`src/rtl/ascii_varies_arbiter.sv`:
```
// Round-robin writer arbiter for the ASCII overlay value bank. Writes land in a
// shadow bank and are copied to the displayed bank only at frame end.
`ifndef OV5640_X
`define OV5640_X 640
`endif
`ifndef OV5640_Y
`define OV5640_Y 480
`endif

module ascii_varies_arbiter #(
  parameter int N_REQ       = 4,
  parameter int N_SLOT_USED = 7,
  parameter int FRAME_X     = `OV5640_X,
  parameter int FRAME_Y     = `OV5640_Y
) (
  input  logic                 sys_clk,
  input  logic                 sys_rst_n,
  input  logic                 i_pix_valid,
  input  logic                 i_freeze,
  input  logic [N_REQ-1:0]     i_req,
  input  logic [N_REQ*4-1:0]   i_slot,
  input  logic [N_REQ*8-1:0]   i_value,
  output logic [N_REQ-1:0]     o_ack,
  output logic [127:0]         o_varies,
  output logic                 o_commit,
  output logic                 o_pending
);

  localparam int PW = (N_REQ > 1) ? $clog2(N_REQ) : 1;
  localparam int XW = (FRAME_X > 1) ? $clog2(FRAME_X) : 1;
  localparam int YW = (FRAME_Y > 1) ? $clog2(FRAME_Y) : 1;
  localparam logic [PW-1:0] PTR_RST  = PW'(N_REQ - 1);
  localparam logic [XW-1:0] X_LAST   = XW'(FRAME_X - 1);
  localparam logic [YW-1:0] Y_LAST   = YW'(FRAME_Y - 1);
  localparam logic [4:0]    SLOT_LIM = 5'(N_SLOT_USED);

  // Two-digit display: anything above 99 saturates.
  function automatic logic [7:0] clamp99(input logic [7:0] v);
    if (v > 8'd99) begin
      return 8'd99;
    end else begin
      return v;
    end
  endfunction

  logic [PW-1:0]       ptr_q, ptr_d;
  logic [N_REQ-1:0]    ack_q, ack_d;
  logic [15:0][7:0]    shadow_q, shadow_d;
  logic [15:0][7:0]    active_q, active_d;
  logic                pending_q, pending_d;
  logic                commit_q, commit_d;
  logic [XW-1:0]       cnt_x_q, cnt_x_d;
  logic [YW-1:0]       cnt_y_q, cnt_y_d;

  logic [N_REQ-1:0]    eligible_s;
  logic                grant_s;
  logic [PW-1:0]       grant_idx_s;
  logic [PW-1:0]       cand_s;
  logic [3:0]          slot_s;
  logic [7:0]          value_s;
  logic                wr_ok_s;
  logic                frame_end_s;
  logic                commit_s;

  assign slot_s      = i_slot[{grant_idx_s, 2'b00} +: 4];
  assign value_s     = i_value[{grant_idx_s, 3'b000} +: 8];
  assign frame_end_s = i_pix_valid && (cnt_x_q == X_LAST) && (cnt_y_q == Y_LAST);

  // Round-robin search starting one past the last grant; acked requesters are masked.
  always_comb begin
    eligible_s  = i_req & ~ack_q;
    grant_s     = 1'b0;
    grant_idx_s = ptr_q;
    cand_s      = '0;
    for (int i = 1; i <= N_REQ; i++) begin
      cand_s = PW'((int'(ptr_q) + i) % N_REQ);
      if (!grant_s && eligible_s[cand_s]) begin
        grant_s     = 1'b1;
        grant_idx_s = cand_s;
      end else begin
      end
    end
  end

  // Next state: shadow write, frame-end commit, pixel counters.
  always_comb begin
    ptr_d    = ptr_q;
    ack_d    = '0;
    shadow_d = shadow_q;
    active_d = active_q;
    cnt_x_d  = cnt_x_q;
    cnt_y_d  = cnt_y_q;
    wr_ok_s  = 1'b0;

    if (grant_s) begin
      ack_d = N_REQ'(1'b1) << grant_idx_s;
      ptr_d = grant_idx_s;
      if ({1'b0, slot_s} < SLOT_LIM) begin
        shadow_d[slot_s] = clamp99(value_s);
        wr_ok_s          = 1'b1;
      end else begin
        wr_ok_s = 1'b0;
      end
    end else begin
      ack_d = '0;
    end

    // Commit copies the pre-edge shadow, so a coincident write waits a frame.
    commit_s = frame_end_s && pending_q && !i_freeze;
    commit_d = commit_s;
    if (commit_s) begin
      active_d  = shadow_q;
      pending_d = wr_ok_s;
    end else begin
      pending_d = pending_q | wr_ok_s;
    end

    if (i_pix_valid) begin
      if (cnt_x_q == X_LAST) begin
        cnt_x_d = '0;
        if (cnt_y_q == Y_LAST) begin
          cnt_y_d = '0;
        end else begin
          cnt_y_d = cnt_y_q + 1'b1;
        end
      end else begin
        cnt_x_d = cnt_x_q + 1'b1;
      end
    end else begin
      cnt_x_d = cnt_x_q;
    end
  end

  // State registers.
  always_ff @(posedge sys_clk or negedge sys_rst_n) begin
    if (!sys_rst_n) begin
      ptr_q     <= PTR_RST;
      ack_q     <= '0;
      shadow_q  <= '0;
      active_q  <= '0;
      pending_q <= 1'b0;
      commit_q  <= 1'b0;
      cnt_x_q   <= '0;
      cnt_y_q   <= '0;
    end else begin
      ptr_q     <= ptr_d;
      ack_q     <= ack_d;
      shadow_q  <= shadow_d;
      active_q  <= active_d;
      pending_q <= pending_d;
      commit_q  <= commit_d;
      cnt_x_q   <= cnt_x_d;
      cnt_y_q   <= cnt_y_d;
    end
  end

  assign o_ack     = ack_q;
  assign o_varies  = active_q;
  assign o_commit  = commit_q;
  assign o_pending = pending_q;

endmodule

```
`config.mk`:
```
export PLATFORM = sky130hd
export DESIGN_NAME = ascii_varies_arbiter
export DESIGN_NICKNAME = d
export VERILOG_FILES = /design/src/rtl/ascii_varies_arbiter.sv
export SDC_FILE = /design/constraint.sdc
export NUM_CORES = 1
export LEC_CHECK = 0
export BUFFER_PORTS_ARGS = -buffer_cell sky130_fd_sc_hd__buf_4
export CAP_MARGIN = 0
export CORE_MARGIN = 3
export CORE_UTILIZATION = 56
export DETAILED_ROUTE_END_ITERATION = 10
export GPL_ROUTABILITY_DRIVEN = 0
export PLACE_DENSITY = 0.79
export SKIP_CTS_REPAIR_TIMING = 1
export SYNTH_ARGS = -nofsm -noshare
export SYNTH_HDL_FRONTEND = slang
export SYNTH_SLANG_ARGS = --single-unit
export TNS_END_PERCENT = 10
```
`constraint.sdc`:
```
create_clock -name sys_clk -period 3.05 [get_ports sys_clk]
set_input_delay 0.1525 -clock sys_clk [delete_from_list [all_inputs] [get_ports sys_clk]]
set_output_delay 0.1525 -clock sys_clk [all_outputs]
set_load 0.02 [all_outputs]
```
==> metrics.log, run 1 <==
INFO  metric insertedDiodeCount = 0
INFO  metric core = between 0.015 and 0.02 sq mm
INFO  metric achievable-frequency = between 300 and 400 MHz
INFO  metric minimum_clock_period_after_layout = a little under 3 ns
INFO  metric max-cap-violations = 0
INFO  metric cts_inserted_buffers = 29
INFO  metric drt-initial-drc-count = ~370
INFO  metric cts.clk_slew.worst_paths = 0.06 ns
INFO  metric synth_edf_count = 0
INFO  metric yosys_warnings = 0
INFO  metric cts-htree-levels = 1
INFO  metric netlist-cell-type-count = 71
INFO  metric routed_wire_length_per_instance = 18.7 microns
INFO  metric slew_limit_fails = 0
INFO  metric die_width = 148 microns
INFO  metric setup_viol_count_final = 0
INFO  metric proportion_of_layout_cells_with_a_drive_suffix_above_1 = between 30% and 40%
INFO  metric design.portCount = 190
INFO  metric post_detailed_route_via_to_cell_ratio = ~5.4
INFO  metric final_total_power = between 0.01 and 0.015 W
INFO  metric power.leakage = 7.01 nW
INFO  metric critPathCaptureType = register
INFO  metric worst-slew-pin-transition = about 0.8 ns
INFO  metric critical_path.startpoint_type = register
INFO  metric dieArea = 0.0221 sq mm
INFO  metric most_frequent_standard_cell_in_the_layout_excluding_fill_and_tap_cells = dfrtp_1
INFO  metric grt_pass1_wl = ~38,000 microns
INFO  metric dr_total_vias = roughly 6,800
INFO  metric rsz_0062_raised_after_global_routing = true
INFO  metric postSynth.topFlopCell = dfrtp_1
INFO  metric initial_core_util = 57.7%
INFO  metric ctsLongestPathBuffers = 3
INFO  metric worstPathCellList = nor4bb_1 > a311oi_1 > o21a_2 > inv_4 > mux2i_4 > buf_4 > nand3_2 > mux2_1
INFO  metric worst_ep_arrival_time = around 3.4 ns
INFO  metric async_reset_ff_share = 100%
INFO  metric dp_hpwl = between 15,000 and 20,000 microns
INFO  metric worstPathRequired = around 3.5 ns
INFO  metric vdd.ir_drop.worst = 0.000613 V
INFO  metric fillCellCount = about 1,300
INFO  metric max_stage_delay = approximately 0.70 ns
INFO  metric cts.sink_count = ~280
INFO  metric crit_type = reg -> reg
INFO  metric antenna_found_initial = 0
INFO  metric ant_nets = 0
INFO  metric num_rows = 51
INFO  metric synth_seq_cells = between 200 and 300
INFO  metric place.detailed.instances = around 1,200
INFO  metric cp_max_fo = 15
INFO  metric die_h = ~150 microns
INFO  metric clock_tree.root_cell = clkbuf_16
INFO  metric run_status = finished, final reports clean
INFO  metric gr-usage-all-layers = a little over a fifth
INFO  metric first_global_vias = approximately 7,000
INFO  metric clock-skew-final = 0.0204 ns
INFO  metric relSlewSlack = around 46%
INFO  metric worst_path_max_delay_cell = dfstp_2
INFO  metric nNetsFinal = 1,017
INFO  metric syn-mean-instance-area = 13.9 sq um
INFO  metric grt_max_degree = between 80 and 90
INFO  metric ys_seq_area_share = between 60% and 70%
INFO  metric tritoncts_clock_tree = yes
INFO  metric min_path_type = in -> reg
INFO  metric place.port_buffers = about 190
INFO  metric netlist_area = between 0.01 and 0.015 sq mm
INFO  metric commonest_non_fill_non_tap_cells_in_the_layout = 281 x dfrtp_1, 209 x buf_4, 117 x mux2_1
INFO  metric non_filler_instance_count_after_layout = around 1,200
INFO  metric area_growth_syn_to_layout = 21.5%
INFO  metric timing.final.crit_share = a little over nine tenths
INFO  metric detailedRoute.firstPassIterationCount = 4
INFO  metric globalRouteOverflowTotal = 0
INFO  metric fin_setup_tns = 0 ns
INFO  metric remaining_design_rule_violation_count = 0
INFO  metric route.final.wire_length = around 23,000 microns
INFO  metric clock_insertion_delay_worst_skew = between 0.5 and 0.6 ns
INFO  metric hold_violations = 0
INFO  metric synthesis.instances = a little over 800
INFO  metric synth.net_count = between 800 and 900
INFO  metric power-per-cell-area = between 700 and 800 mW/mm^2
==> worst paths after layout <==
| path | endpoint | slack (ns) | startpoint | depth (start not counted) |
|---|---|---|---|---|
| worst min-delay path | o_ack[2] | 0.09 | i_req[2] | 3 |
| worst max register to register | shadow_q[54] | 0.09 | ptr_q[1] | 8 |
| worst min register to register | shadow_q[89] | 0.37 | shadow_q[89] | 0 |
| worst max-delay path | shadow_q[54] | 0.09 | ptr_q[1] | 8 |
| max in group asynchronous | shadow_q[18] | 1.96 | sys_rst_n | 3 |
| min in group asynchronous | cnt_x_q[9] | 0.22 | sys_rst_n | 2 |
==> state kept, by name (all words and copies together), names as in the netlist <==
signal	cells
o_varies	128
shadow_q	128
cnt_x_q	10
cnt_y_q	9
o_ack	4
ptr_q	2
o_commit	1
o_pending	1
==> final cells by class <==
type,count,area (sq um),area share (%)
Inverter,31,119,0.860
Tap cell,265,332,2.40
Clock inverter,11,67.6,0.489
Clock buffer,43,838,6.07
Timing Repair Buffer,219,1730,12.6
Multi-Input combinational cell,395,3640,26.4
Sequential cell,283,7080,51.3
==> synthesized netlist by cell type (all sizes together) (6+ instances only) <==
master   instances  area [sq um]
dfrtp          281          7030
mux2           145          1650
clkbuf          77           290
inv             31           119
buf             30           257
a211oi          27           255
o21ai           21           116
mux2i           18           193
a21oi           15          75.1
nor2            15          61.3
nor4            15          93.8
nand3           14           125
o31ai           12          90.1
xnor2           10          87.6
a31oi            8          50.1
a2bb2oi          7          61.3
nand4            7          43.8
nor2b            7          43.8
nor3             7          80.1
o211ai           7          80.1
and3             6          38.8
o22ai            6          50.0
==> metrics by stage <==
stage | hold slack (ns) | area (sq um) | worst slack (ns) | util, %
after floorplan | -0.143 | 11400 | 0.337 | -
after global placement | 0.196 | 12900 | 0.179 | 65.3
after detailed placement | 0.201 | 12900 | 0.0985 | 65.3
after CTS | -0.366 | 13800 | 0.0877 | 69.8
after global routing | 0.0737 | 13800 | -0.0758 | 70.1
final | 0.0864 | 13800 | 0.0884 | 70.1
==> report_power, final <==
part	internal [W]	switching, W
registers	0.00411	0.000284
clock network	0.00190	0.00141
logic	0.00120	0.00211
==> worst max-delay path: cells and delay by family (launching register included) <==
kind                   cells  cell delay [ns]
muxes                      2             1.00
DFF                        1             0.70
buffers and inverters      2             0.47
and+or+nand+nor            2             0.41
AOI/OAI and AO/OA          2             0.24
==> layer usage <==
metal	up-vias	share of wire, %	GRT usage, %
li1	3160	-	-
met1	3343	43	30.1
met2	232	48	34.4
met3	37	7.0	4.11
met4	0	1.8	5.40
met5	-	0	0
==> logic make-up after synthesis <==
group                      count (synthesis)  share of synthesized area (%)
AOI/OAI and AO/OA                        117                           8.02
xor gates and xnor gates                  13                           1.00
adders and majority gates                  2                          0.220
buffers and inverters                    138                           5.85
DFF                                      283                           62.3
muxes                                    163                           16.2
and+or+nand+nor                          100                           6.41
(Power assumes the default switching activity.)
==> run 2, diff against run 1 <==
--- a/config.mk
+++ b/config.mk
@@ -8,10 +8,10 @@
 export BUFFER_PORTS_ARGS = -buffer_cell sky130_fd_sc_hd__buf_4
 export CAP_MARGIN = 0
 export CORE_MARGIN = 3
-export CORE_UTILIZATION = 56
+export CORE_UTILIZATION = 60
 export DETAILED_ROUTE_END_ITERATION = 10
 export GPL_ROUTABILITY_DRIVEN = 0
-export PLACE_DENSITY = 0.79
+export PLACE_DENSITY = 0.84
 export SKIP_CTS_REPAIR_TIMING = 1
 export SYNTH_ARGS = -nofsm -noshare
 export SYNTH_HDL_FRONTEND = slang
==> constraint.sdc (replaced) <==
create_clock -name sys_clk -period 3.5 [get_ports sys_clk]
set_input_delay 0.175 -clock sys_clk [delete_from_list [all_inputs] [get_ports sys_clk]]
set_output_delay 0.175 -clock sys_clk [all_outputs]
set_load 0.02 [all_outputs]
==> run 2 against run 1 <==
Compared with the run above:
- cell area is 0.58% lower
- register-to-register slack better by 0.13 ns
- core utilization up 5.1 points
- first-iteration DRC count is 9.6% lower
- non-clock buffer count decreased by 9
- clock power shrank 7.3%
- critical endpoint is now shadow_q[53]
==> metrics.log, run 2 (synthesis results as in run 1) <==
INFO  metric run_status = finished, final reports clean
INFO  metric r2r_setup_slack = 0.22 ns (+0.13 ns)
INFO  metric crit_type = reg -> reg
INFO  metric dieArea = 0.0206 sq mm (-6.4%)
INFO  metric placedInstanceArea = 0.0127 sq mm (-0.97%)
INFO  metric num_rows = 49 (-3.9%)
INFO  metric ctsLongestPathBuffers = 3 (unchanged)
INFO  metric globalRouteOverflowTotal = 0 (unchanged)
INFO  metric worstPathRequired = 3.90 ns (+0.44 ns)
INFO  metric remaining_design_rule_violation_count = 0 (unchanged)
INFO  metric dr_total_vias = 6,796 (+0.35%)
INFO  metric timing.final.crit_share = 93.8% (-3.4 points)
INFO  metric finish.instance_area = 0.0137 sq mm (-0.58%)
INFO  metric hp-start = i_req[2]
INFO  metric vdd.ir_drop.worst = 0.000708 V (+16%)
INFO  metric first_global_vias = 7,022 (-2.0%)
INFO  metric clock_tree.root_cell = clkbuf_16
INFO  metric die_h = 144 microns (-3.3%)
INFO  metric tritoncts_clock_tree = yes
INFO  metric route.final.wire_length = 23,300 microns (+0.10%)
INFO  metric cts-htree-levels = 1 (unchanged)
INFO  metric routed_wire_length_per_instance = 19.5 microns (+4.4%)
INFO  metric worst_ep_arrival_time = 3.68 ns (+0.31 ns)
INFO  metric max-cap-violations = 0 (unchanged)
INFO  metric fillCellCount = 1,122 (-15%)
INFO  metric power-per-cell-area = 706 mW/mm^2 (-11%)
INFO  metric timing.reg2reg.worst_path_depth = 7 (-1)
INFO  metric slew_limit_fails = 0 (unchanged)
INFO  metric clock-skew-final = 0.00926 ns (-0.0111 ns)
INFO  metric commonest_non_fill_non_tap_cells_in_the_layout = 281 x dfrtp_1, 201 x buf_4, 117 x mux2_1
INFO  metric grt_pass1_wl = 37,000 microns (-3.0%)
INFO  metric design.portCount = 190 (unchanged)
INFO  metric cts_inserted_buffers = 29 (unchanged)
INFO  metric antenna_found_initial = 0 (unchanged)
INFO  metric cp_max_fo = 23 (+8)
INFO  metric gr-usage-all-layers = 22.4% (+1.1 points)
INFO  metric dp_hpwl = 15,700 microns (about the same)
INFO  metric worst_hold_path_ep = o_ack[2]
INFO  metric area_occupied_by_multi_input_gates = 0.00363 sq mm (-0.38%)
INFO  metric relSlewSlack = 33.9% (-12 points)
INFO  metric worst-slew-pin-transition = 0.992 ns (+0.198 ns)
INFO  metric place.port_buffers = 189 (unchanged)
INFO  metric insertedDiodeCount = 0 (unchanged)
INFO  metric cts.sink_count = 283 (unchanged)
INFO  metric rsz_0062_raised_after_global_routing = false
INFO  metric max_stage_delay = 0.78 ns (+0.08 ns)
INFO  metric cp_top_delay_family = multiplexers
INFO  metric area_growth_syn_to_layout = 20.8%
INFO  metric worstPathCellList = or3b_4 > o21ai_4 > a21o_1 > mux2i_1 > mux2i_4 > nand3_2 > mux2_1
INFO  metric post_detailed_route_via_to_cell_ratio = 5.68 (+4.6%)
INFO  metric worst_r2r_startpoint = ptr_q[0]
INFO  metric ant_nets = 0 (unchanged)
INFO  metric power.leakage = 6.99 nW (-0.26%)
INFO  metric timing.critical_path.buf_inv = 0 (-2)
INFO  metric final.setup.worst_slack = 0.219 ns (+0.130 ns)
INFO  metric die_width = 144 microns (-3.3%)
INFO  metric clock_insertion_delay_worst_skew = 0.53 ns (about the same)
INFO  metric cts.clk_slew.worst_paths = 0.06 ns (about the same)
INFO  metric most_frequent_standard_cell_in_the_layout_excluding_fill_and_tap_cells = dfrtp_1
INFO  metric core = 0.0183 sq mm (-7.3%)
INFO  metric grt_max_degree = 104 (+20%)
INFO  metric fin_hold_ws = 0.0947 ns (+0.00829 ns)
INFO  metric drt-initial-drc-count = 330 (-9.6%)
INFO  metric holdPathStages = 3 (unchanged)
INFO  metric hold_violations = 0 (unchanged)
INFO  metric minimum_clock_period_after_layout = 3.28 ns (+0.320 ns)
INFO  metric nNetsFinal = 1,008 (-0.88%)
INFO  metric worst_path_max_delay_cell = mux2i_4
INFO  metric fin_setup_tns = 0 ns (unchanged)
INFO  metric initial_core_util = 62.2% (+4.6 points)
INFO  metric min_path_type = in -> reg
INFO  metric detailedRoute.firstPassIterationCount = 5 (+1)
INFO  metric dpl_worst_slack = 0.268 ns (+0.170 ns)
INFO  metric ff_latch_area = 0.00708 sq mm (unchanged)
INFO  metric critPathCaptureType = register
INFO  metric setup_viol_count_final = 0 (unchanged)
INFO  metric critical_path.startpoint_type = register
INFO  metric achievable-frequency = 305 MHz (-9.7%)
INFO  metric regToRegEndpoint = shadow_q[53]
INFO  metric proportion_of_layout_cells_with_a_drive_suffix_above_1 = 33.7% (-0.81 points)
## run 2: cell count changes in the layout (fill, tap and decap cells not counted), sizes merged
cell,before,now
buf,216,207
clkinv,8,3
bufinv,0,3
clkbuf,43,41
clkinvlp,2,0
## run 2: metrics by stage
step                util, %  instances  total power (W)
floorplan                 -        816          0.00595
finish                 75.2       1196          0.00970
global route           75.2       1196           0.0102
detailed placement     69.7       1145          0.00663
global placement       69.7       1145          0.00656
CTS                    75.0       1193          0.00974
## run 2: worst reg2reg max path: stages, from the launching register on
cell     delay (ns)
dfstp_2        0.42
or3b_4         0.44
o21ai_4        0.19
a21o_1         0.44
mux2i_1        0.21
mux2i_4        0.78
nand3_2        0.30
mux2_1         0.38
## run 2: how the worst max path moves through the flow
| stage | startpoint | endpoint | slack, ns | cells past startpoint |
|---|---|---|---|---|
| global route | o_ack[3] | shadow_q[53] | 0.03 | 7 |
| floorplan | o_ack[2] | shadow_q[13] | 0.79 | 8 |
| detailed placement | ptr_q[0] | shadow_q[54] | 0.27 | 7 |
| finish | ptr_q[0] | shadow_q[53] | 0.22 | 7 |
| global placement | ptr_q[0] | shadow_q[54] | 0.33 | 7 |
| CTS | ptr_q[0] | shadow_q[53] | 0.27 | 7 |
## run 2: power breakdown
group / internal (W) / switching (W) / leakage [nW]
Combinational: 0.000973 / 0.00184 / 2.70
Sequential: 0.00358 / 0.000228 / 3.81
Clock: 0.00189 / 0.00118 / 0.478
Total: 0.00645 / 0.00325 / 6.99
## run 2: final cells by class
cell class                 count  area share, %
clock inverter                 7          0.829
inverter                      31          0.865
tap                          229           2.09
clock buffer                  41           6.19
multi-input combinational    395           26.4
sequential                   283           51.6
timing repair buffer         210           12.0
## run 2: metal layers
layer	routed length (microns)	GRT usage, %	up-vias
li1	-	-	3126
met1	10100	31.1	3378
met2	11300	37.0	251
met3	1370	4.53	41
met4	522	5.50	0
met5	0	0	-
==> run 3, diff against run 2 <==
==> constraint.sdc (replaced) <==
create_clock -name sys_clk -period 4 [get_ports sys_clk]
set_input_delay 0.4 -clock sys_clk [delete_from_list [all_inputs] [get_ports sys_clk]]
set_output_delay 0.4 -clock sys_clk [all_outputs]
set_load 0.02 [all_outputs]
==> run 3 against run 2 <==
Compared with the run above:
- total power decreased by 12%
- die area did not move
- sequential share of layout area increased by 0.23 points
- final cell count down 0.33%
- clock power decreased by 9.8%
- first-iteration DRC count rose by 18%
- flip-flop and latch count did not move
- worst hold slack worse by 0.19 ns
- clock skew is essentially flat
- the run now ends with negative hold slack left
- combinational power shrank 14%
- highest routed layer unchanged
==> metrics.log, run 3 (synthesis results as in run 1) <==
INFO  metric run_status = finished, violations left
INFO  metric failed_checks = negative hold slack
INFO  metric routed_wire_length_per_instance = 19.2 microns (-1.6%)
INFO  metric cp_max_fo = 23 (unchanged)
INFO  metric globalRouteOverflowTotal = 0 (unchanged)
INFO  metric achievable-frequency = 314 MHz (+3.1%)
INFO  metric vdd.ir_drop.worst = 0.000637 V (-10%)
INFO  metric max-cap-violations = 0 (unchanged)
INFO  metric crit_type = reg -> reg
INFO  metric initial_core_util = 62.2% (unchanged)
INFO  metric grt_max_degree = 138 (+33%)
INFO  metric dp_hpwl = 15,100 microns (-3.6%)
INFO  metric timing.final.crit_share = 79.6% (-14 points)
INFO  metric design.portCount = 190 (unchanged)
INFO  metric grt_pass1_wl = 36,500 microns (-1.3%)
INFO  metric finish.instance_area = 0.0137 sq mm (-0.45%)
INFO  metric rsz_0062_raised_after_global_routing = false
INFO  metric min_path_type = in -> async
INFO  metric non_filler_instance_count_after_layout = 1,192 (-0.33%)
INFO  metric proportion_of_layout_cells_with_a_drive_suffix_above_1 = 33.6% (-0.068 points)
INFO  metric fillCellCount = 1,199 (+6.9%)
INFO  metric regToRegEndpoint = shadow_q[54]
INFO  metric critical_path.startpoint_type = register
INFO  metric worst_ep_arrival_time = 3.60 ns (-0.08 ns)
INFO  metric ff_latch_area = 0.00708 sq mm (unchanged)
INFO  metric power.leakage = 6.95 nW (-0.50%)
INFO  metric timing.reg2reg.worst_path_depth = 8 (+1)
INFO  metric ctsLongestPathBuffers = 3 (unchanged)
INFO  metric most_frequent_standard_cell_in_the_layout_excluding_fill_and_tap_cells = dfrtp_1
INFO  metric hold_violations = 20 (+20)
INFO  metric worst_r2r_startpoint = ptr_q[1]
INFO  metric worstPathRequired = 4.42 ns (+0.52 ns)
INFO  metric place.detailed.instances = 1,140 (-0.44%)
INFO  metric clock-skew-final = 0.00922 ns (-0.0000448 ns)
INFO  metric core = 0.0183 sq mm (unchanged)
INFO  metric clock_tree.root_cell = clkbuf_16
INFO  metric cts-htree-levels = 1 (unchanged)
INFO  metric commonest_non_fill_non_tap_cells_in_the_layout = 281 x dfrtp_1, 198 x buf_4, 117 x mux2_1
INFO  metric tritoncts_clock_tree = yes
INFO  metric relSlewSlack = 28.3% (-5.6 points)
INFO  metric ant_nets = 0 (unchanged)
INFO  metric gr-usage-all-layers = 22.2% (-0.18 points)
INFO  metric area_occupied_by_multi_input_gates = 0.00363 sq mm (unchanged)
INFO  metric place.port_buffers = 189 (unchanged)
INFO  metric cts.sink_count = 283 (unchanged)
INFO  metric drt-initial-drc-count = 389 (+18%)
INFO  metric nNetsFinal = 999 (-0.89%)
INFO  metric route.final.wire_length = 22,800 microns (-2.0%)
INFO  metric fin_hold_ws = -0.0959 ns (-0.191 ns)
INFO  metric critPathCaptureType = register
INFO  metric remaining_design_rule_violation_count = 0 (unchanged)
INFO  metric cts.clk_slew.worst_paths = 0.07 ns (about the same)
INFO  metric first_global_vias = 6,898 (-1.8%)
INFO  metric die_width = 144 microns (unchanged)
INFO  metric slew_limit_fails = 0 (unchanged)
INFO  metric power-per-cell-area = 624 mW/mm^2 (-12%)
INFO  metric fin_setup_tns = 0 ns (unchanged)
INFO  metric cts_inserted_buffers = 28 (-3.4%)
INFO  metric r2r_setup_slack = 0.82 ns (+0.60 ns)
INFO  metric num_rows = 49 (unchanged)
INFO  metric area_growth_syn_to_layout = 20.3%
INFO  metric post_detailed_route_via_to_cell_ratio = 5.61 (-1.2%)
INFO  metric insertedDiodeCount = 0 (unchanged)
INFO  metric antenna_found_initial = 0 (unchanged)
INFO  metric dieArea = 0.0206 sq mm (unchanged)
INFO  metric minimum_clock_period_after_layout = 3.18 ns (-0.0980 ns)
INFO  metric dr_total_vias = 6,689 (-1.6%)
INFO  metric worst-slew-pin-transition = 1.08 ns (+0.0833 ns)
INFO  metric die_h = 144 microns (unchanged)
INFO  metric clock_insertion_delay_worst_skew = 0.54 ns (about the same)
INFO  metric detailedRoute.firstPassIterationCount = 4 (-1)
INFO  metric setup_viol_count_final = 0 (unchanged)
INFO  metric placedInstanceArea = 0.0127 sq mm (-0.49%)
==> run 3: cell count changes in the layout (fill, tap and decap cells not counted) <==
cell           change
buf_12             -2
buf_4              -3
bufinv_16          +1
clkbuf_1           +1
clkbuf_16          -1
clkbuf_8           -1
clkinv_2           +2
clkinv_8           +1
clkinvlp_4         +1
dlygate4sd3_1      -3
inv_6              -1
inv_8              +1
==> run 3: per-stage QoR <==
stage / util, % / hold WS [ns] / total power, W / setup WS, ns
finish: 74.8 / -0.0959 / 0.00853 / 0.817
global route: 74.8 / 0.0343 / 0.00893 / 0.623
CTS: 74.8 / 0.0270 / 0.00859 / 0.850
detailed placement: 69.4 / 0.362 / 0.00578 / 0.825
global placement: 69.4 / 0.360 / 0.00570 / 0.855
floorplan: - / 0.104 / 0.00520 / 1.29
==> run 3: worst max-delay path, stage by stage, from the launching register on <==
cell and delay [ns]:
dfstp_2 0.63, buf_4 0.30, a211oi_4 0.05, buf_4 0.22, a21o_1 0.21, mux2i_1 0.20, mux2i_4 0.77, nand3_2 0.30
mux2_1 0.38
==> run 3: metal layers <==
metal	wire, microns	part of all wire, %	global-route usage [%]	vias up
met3	1400	6.1	3.96	52
met5	0	0	0	-
met4	569	2.5	6.79	0
met2	10800	47	36.0	227
li1	-	-	-	3113
met1	10100	44	31.2	3297
==> run 3: worst max-delay path by stage <==
stage / cells past startpoint / startpoint / to / slack, ns
4_1_cts: 8 / ptr_q[1] / shadow_q[54] / 0.85
2_1_floorplan: 8 / o_ack[2] / shadow_q[13] / 1.29
6_report: 8 / ptr_q[1] / shadow_q[54] / 0.82
3_3_place_gp: 9 / i_req[2] / shadow_q[21] / 0.85
3_5_place_dp: 9 / i_req[2] / shadow_q[21] / 0.83
5_1_grt: 9 / o_ack[1] / shadow_q[9] / 0.62
==> run 3: layout make-up <==
cell class / instances / share of cell area [%]
flip-flops and latches: 283 / 51.8
repair buffers: 202 / 11.4
multi-input cells: 395 / 26.5
inverters: 31 / 0.869
clock inverters: 12 / 1.32
well taps: 229 / 2.10
clock buffers: 40 / 5.97
==> run 3: power breakdown <==
group	switching (W)	internal [W]	leakage, nW	total (W)
Sequential	0.000200	0.00313	3.81	0.00333
Combinational	0.00159	0.000834	2.65	0.00243
Clock	0.00109	0.00168	0.490	0.00277
